--- src/rtl/btb_predictor.sv ---
// btb_predictor
//   Fetch-stage branch target buffer with a 2-bit saturating direction
//   counter per entry. It is direct-mapped and indexed by pc[INDEX_BITS+1:2].
//   Lookup is purely combinational from fetch_pc and the registered table.
//   The table is trained by the execute stage's branch-resolution stream.
//   It also keeps saturating branch and mispredict counters.
//
// Ports
//   clk, rst_n        clock (rising edge), async active-low reset
//   fetch_pc          PC looked up this cycle
//   predicted_taken   hit && counter predicts taken
//   predicted_pc      predicted target, or fetch_pc + 4
//   upd_valid         a resolved control-flow instruction is presented this cycle
//   upd_pc            PC of the resolved instruction
//   upd_target        resolved target
//   upd_taken         actual outcome
//   upd_jump          unconditional jump (JAL/JALR)
//   upd_mispredict    execute redirected the PC
//   clear_stats       synchronous clear of both counters (wins over increment)
//   branch_count      number of resolved control-flow instructions
//   mispredict_count  number of resolved mispredictions
//
// Handshake: the update port is valid-only. The block always accepts
// (there is no ready). Every cycle with upd_valid=1 at a rising edge is one
// transaction. The other upd_* inputs are don't-care when upd_valid=0.

module btb_predictor #(
    parameter int ENTRIES    = 16,
    parameter int INDEX_BITS = $clog2(ENTRIES)
) (
    input  logic        clk,
    input  logic        rst_n,
    input  logic [31:0] fetch_pc,
    output logic        predicted_taken,
    output logic [31:0] predicted_pc,
    input  logic        upd_valid,
    input  logic [31:0] upd_pc,
    input  logic [31:0] upd_target,
    input  logic        upd_taken,
    input  logic        upd_jump,
    input  logic        upd_mispredict,
    input  logic        clear_stats,
    output logic [31:0] branch_count,
    output logic [31:0] mispredict_count
);

    localparam int TAG_BITS = 32 - INDEX_BITS - 2;

    logic                valid_q  [ENTRIES];
    logic [TAG_BITS-1:0] tag_q    [ENTRIES];
    logic [31:0]         target_q [ENTRIES];
    logic [1:0]          ctr_q    [ENTRIES];

    // Low through reset and during the first edge after release, so that an
    // update coinciding with the release edge is dropped.
    logic live_q;

    logic [INDEX_BITS-1:0] f_idx;
    logic [TAG_BITS-1:0]   f_tag;
    logic                  f_hit;

    logic [INDEX_BITS-1:0] u_idx;
    logic [TAG_BITS-1:0]   u_tag;
    logic                  u_hit;
    logic                  upd_en;
    logic [1:0]            ctr_next;

    // The low address bits never select an entry.
    logic unused_pc_bits;
    assign unused_pc_bits = ^{fetch_pc[1:0], upd_pc[1:0]};

    // Lookup on the fetch side
    always_comb begin
        f_idx           = fetch_pc[INDEX_BITS+1:2];
        f_tag           = fetch_pc[31:INDEX_BITS+2];
        f_hit           = valid_q[f_idx] && (tag_q[f_idx] == f_tag);
        predicted_taken = f_hit && ctr_q[f_idx][1];
        predicted_pc    = predicted_taken ? target_q[f_idx] : fetch_pc + 32'd4;
    end

    // Update decode
    always_comb begin
        u_idx  = upd_pc[INDEX_BITS+1:2];
        u_tag  = upd_pc[31:INDEX_BITS+2];
        u_hit  = valid_q[u_idx] && (tag_q[u_idx] == u_tag);
        upd_en = upd_valid && live_q;
        ctr_next = ctr_q[u_idx];
        if (upd_jump) begin
            ctr_next = 2'b11;
        end else if (upd_taken) begin
            if (ctr_q[u_idx] != 2'b11) ctr_next = ctr_q[u_idx] + 2'd1;
        end else begin
            if (ctr_q[u_idx] != 2'b00) ctr_next = ctr_q[u_idx] - 2'd1;
        end
    end

    always_ff @(posedge clk or negedge rst_n) begin
        if (!rst_n) begin
            live_q <= 1'b0;
        end else begin
            live_q <= 1'b1;
        end
    end

    always_ff @(posedge clk or negedge rst_n) begin
        if (!rst_n) begin
            for (int i = 0; i < ENTRIES; i++) begin
                valid_q[i]  <= 1'b0;
                tag_q[i]    <= '0;
                target_q[i] <= '0;
                ctr_q[i]    <= 2'b01;
            end
        end else if (upd_en) begin
            if (u_hit) begin
                ctr_q[u_idx] <= ctr_next;
                // A not-taken conditional keeps the learned target.
                if (upd_jump || upd_taken) target_q[u_idx] <= upd_target;
            end else if (upd_taken) begin
                // Allocate on a taken miss; this evicts any alias.
                valid_q[u_idx]  <= 1'b1;
                tag_q[u_idx]    <= u_tag;
                target_q[u_idx] <= upd_target;
                ctr_q[u_idx]    <= upd_jump ? 2'b11 : 2'b10;
            end
        end
    end

    always_ff @(posedge clk or negedge rst_n) begin
        if (!rst_n) begin
            branch_count     <= '0;
            mispredict_count <= '0;
        end else if (clear_stats) begin
            branch_count     <= '0;
            mispredict_count <= '0;
        end else if (upd_en) begin
            if (branch_count != 32'hFFFF_FFFF) branch_count <= branch_count + 32'd1;
            if (upd_mispredict && (mispredict_count != 32'hFFFF_FFFF))
                mispredict_count <= mispredict_count + 32'd1;
        end
    end

endmodule

--- config.mk ---
export PLATFORM = sky130hd
export DESIGN_NAME = btb_predictor
export DESIGN_NICKNAME = d
export VERILOG_FILES = /design/src/rtl/btb_predictor.sv
export SDC_FILE = /design/constraint.sdc
export NUM_CORES = 2
export LEC_CHECK = 0
export ABC_AREA = 1
export CAP_MARGIN = 10
export CORE_MARGIN = 2
export CORE_UTILIZATION = 40
export DETAILED_ROUTE_END_ITERATION = 8
export PLACE_DENSITY = 0.61
export SYNTH_ARGS = -nofsm -noshare
export SYNTH_HDL_FRONTEND = slang
export SYNTH_SLANG_ARGS = --single-unit
--- constraint.sdc ---
create_clock -name clk -period 3.5 [get_ports clk]
set_input_delay 0.7 -clock clk [delete_from_list [all_inputs] [get_ports clk]]
set_output_delay 0.7 -clock clk [all_outputs]
set_load 0.01 [all_outputs]
==> results.sh <==
export IMPL_leakage_nw=35.2
export IMPL_power_density_nw_per_um2=476
export IMPL_synth_ff_type="dfrtp_1"
export IMPL_dp_cells=10100
export IMPL_finalSetupViolCount=34
export IMPL_fmax_ghz=0.243
export IMPL_p_int_mw=24.1
export IMPL_worstPathArrival_ns=3.41
export IMPL_cts_tree="yes"
export IMPL_grt_max_degree=136
export IMPL_maxCapViolCount=0
export IMPL_crit_required_ns=2.80
export IMPL_ys_ff_latch=1041
export IMPL_globalplace_congestion=0.993
export IMPL_worstSetupPathType="input pin to output pin"
export IMPL_via_count=60100
export IMPL_status="complete, but fails checks"
export IMPL_cts_max_level=3
export IMPL_worst_pin_slew_ns=0.914
export IMPL_grt_first_pass_wirelength_um=369000
export IMPL_chipHeight_um=382
export IMPL_grt_overflow=0
export IMPL_crit_path_end_kind="output pin"
export IMPL_relSlewSlack_pct=38.9
export IMPL_firstDrtPassIters=8
export IMPL_stdcell_count=10400
export IMPL_grt_pass1_vias=56700
export IMPL_rsz0062_at_grt="true"
export IMPL_p_comb_share_pct=18.8
export IMPL_ant_nets=0
export IMPL_synth_distinct_cells=49
export IMPL_fin_crit_ns=4.11
export IMPL_antenna_found_initial=20
export IMPL_syn_num_nets=8083
export IMPL_rows=138
export IMPL_ys_seq_area_share_pct=45.5
export IMPL_num_nets_final=8523
export IMPL_yosysWarnings=0
export IMPL_portBuffers=197
export IMPL_numCtsBuffers=118
export IMPL_core_sq_um=142000
export IMPL_violations="setup timing"
export IMPL_slew_violations=0
export IMPL_drt_total_wl_um=247000
export IMPL_r2r_start="tag_q[241]"
export IMPL_wl_per_cell_um=23.7
export IMPL_ys_async_sr_fraction_pct=100
export IMPL_root_buffer="clkbuf_16"
export IMPL_clock_skew_ns=0.0420
export IMPL_syn_cell_area_sq_um=57300
export IMPL_synth_edff_count=0
export IMPL_seqPwrFrac_pct=42.1
export IMPL_drc=0
export IMPL_timing_final_ws_setup_ns=-0.608
export IMPL_start_kind="input pin"
export IMPL_dp_hpwl_um=159000
export IMPL_stdcell_area_sq_um=72500
export IMPL_synth_avg_cell_area_sq_um=7.18
export IMPL_holdCritPathClass="input pin to async pin"
export IMPL_viasPerCell=5.78
export IMPL_ioPinCount=200
export IMPL_grt_use_total_pct=33.1
export IMPL_finalCoreUtilization_pct=51.1
export IMPL_placed_area_sq_um=66600
export IMPL_p_sw_mw=10.5
export IMPL_syn_to_final_growth_pct=26.5
export IMPL_chipWidth_um=382
export IMPL_peakVddDrop_mv=0.440
export IMPL_critPathLaunch="fetch_pc[9]"
export IMPL_drtIter0Drc=7952
export IMPL_path_clk_slew_ns=0.07
export IMPL_swShare_pct=30.3
export IMPL_worst_path_max_fanout=5
export IMPL_synthCells=7977
export IMPL_drive_gt1_share_pct=15.3
export IMPL_initial_core_util_pct=40.4
export IMPL_total_power_mw=34.5
export IMPL_dieArea_sq_um=146000
export IMPL_p_clk_share_pct=39.1
export IMPL_insertion_delay_ns=0.78
export IMPL_nFillCells=13700
export IMPL_cts_sinks=1041
export IMPL_period_share_pct=117
export IMPL_finalHoldViolCount=0
export IMPL_clock_path_buffers=3
## layout make-up
| class | instances | area (sq um) | share of cell area (%) |
|---|---|---|---|
| multi-input cells | 5770 | 27300 | 37.7 |
| flip-flops and latches | 1041 | 26100 | 36.0 |
| repair buffers | 1008 | 10700 | 14.7 |
| clock buffers | 179 | 3570 | 4.93 |
| well taps | 1890 | 2360 | 3.26 |
| inverters | 478 | 1840 | 2.53 |
| clock inverters | 40 | 618 | 0.853 |
| diodes | 3 | 7.51 | 0.0104 |
## through the flow
| step | TNS, ns | worst slack (ns) | hold slack [ns] |
|---|---|---|---|
| 6_report | -16.03 | -0.608 | 0.427 |
| 4_1_cts | -13.99 | -0.540 | 0.389 |
| 5_1_grt | -33.15 | -0.677 | 0.425 |
| 2_1_floorplan | 0 | 0.000154 | 0.404 |
| 3_5_place_dp | -849.63 | -1.58 | 0.453 |
| 3_3_place_gp | -826.10 | -1.53 | 0.448 |
## Yosys cell counts (all sizes together) (2+ instances only)
cell	n	share of area (%)
nand2	2842	19
o21ai	1041	9.1
dfrtp	1025	45
nand4	560	6.1
inv	473	3.1
nor2	452	3.1
clkbuf	433	2.8
buf	255	2.6
a21oi	249	2.2
nand3	243	2.1
o22ai	87	0.95
nor3	69	0.61
o221ai	49	0.75
xor2	47	0.72
o211ai	30	0.39
o31ai	20	0.26
nor4	17	0.21
a22oi	16	0.21
dfstp	16	0.73
or2	13	0.14
o21bai	10	0.13
xnor2	9	0.14
clkinv	5	0.033
ha	3	0.066
a211oi	2	0.026
a31oi	2	0.022
nand3b	2	0.026
## power by group through the flow
stage | clock network (mW) | logic, mW | registers [mW]
floorplan | 0 | 3.47 | 14.4
global placement | 0 | 6.04 | 14.6
detailed placement | 0 | 6.13 | 14.7
CTS | 13.6 | 6.33 | 14.5
global route | 14.1 | 7.20 | 14.7
finish | 13.5 | 6.51 | 14.5
## worst paths after layout
kind                                     to  slack, ns  cells after the start
max reg2reg                      tag_q[236]       0.23                     22
min reg2reg                   target_q[328]       0.47                      2
max in group asynchronous      target_q[33]       1.96                      3
max                        predicted_pc[14]      -0.61                     10
min                           target_q[383]       0.43                      2
min in group clk              target_q[328]       0.47                      2
## flip-flops by register name (all words and copies together) (netlist names)
register	cells
tag_q	416
ctr_q	32
live_q	1
mispredict_count	32
branch_count	32
target_q	512
valid_q	16
## repair_timing
item | 4_1_cts | 5_1_grt
pin swaps | 51 | 23
hold endpoints to repair | 12 | 0
gates cloned | 9 | 3
hold buffers | 1 | 0
resized for setup | 360 | 70
setup buffers | 45 | 9
endpoints found under the setup margin | 668 | 998
## critical path, stage by stage
cell and delay, ns:
clkdlybuf4s50_1 0.70, buf_4 0.24, nand2_1 0.09, nor4_1 0.31, buf_4 0.18, buf_4 0.10, xor2_1 0.56, nor2_1 0.14
nor2_2 0.15, clkdlybuf4s15_1 0.24
## cells in the final DEF, fill, tap and decap left out, types with 20 or more instances in the layout
cell,n
o211ai_1,30
nand2_1,2778
buf_4,595
o22ai_1,87
xor2_1,35
buf_6,39
clkdlybuf4s50_1,153
nor2_4,42
o21ai_0,929
o31ai_1,20
clkbuf_16,122
nor3_1,57
a21oi_1,246
nand3_1,201
nand4_1,560
nand2_2,55
clkbuf_8,37
nor2_1,389
dfrtp_1,1025
nor2_2,20
nand3_2,36
o21ai_1,109
clkbuf_1,23
buf_12,168
inv_1,451
o221ai_1,49
## logic make-up (layout without fill, tap and decap cells)
group / after synthesis / in the layout / share of synthesized area [%]
adder cells (fa/ha/maj): 3 / 3 / 0.0655
other: 1 / 4 / 0.00654
XOR/XNOR: 56 / 56 / 0.856
AO/OA/AOI/OAI: 1508 / 1508 / 14.0
buffers and inverters: 1166 / 1705 / 8.55
AND/OR/NAND/NOR: 4202 / 4202 / 31.0
flip-flops: 1041 / 1041 / 45.5
## layer usage
layer / global-route usage, % / vias up / wire length, um
met5: 0 / - / 115
met4: 12.7 / 16 / 9790
met3: 9.40 / 531 / 30700
met2: 47.9 / 3372 / 103000
met1: 46.7 / 29000 / 103000
li1: - / 27200 / -
Power figures use the tool's default switching activity.
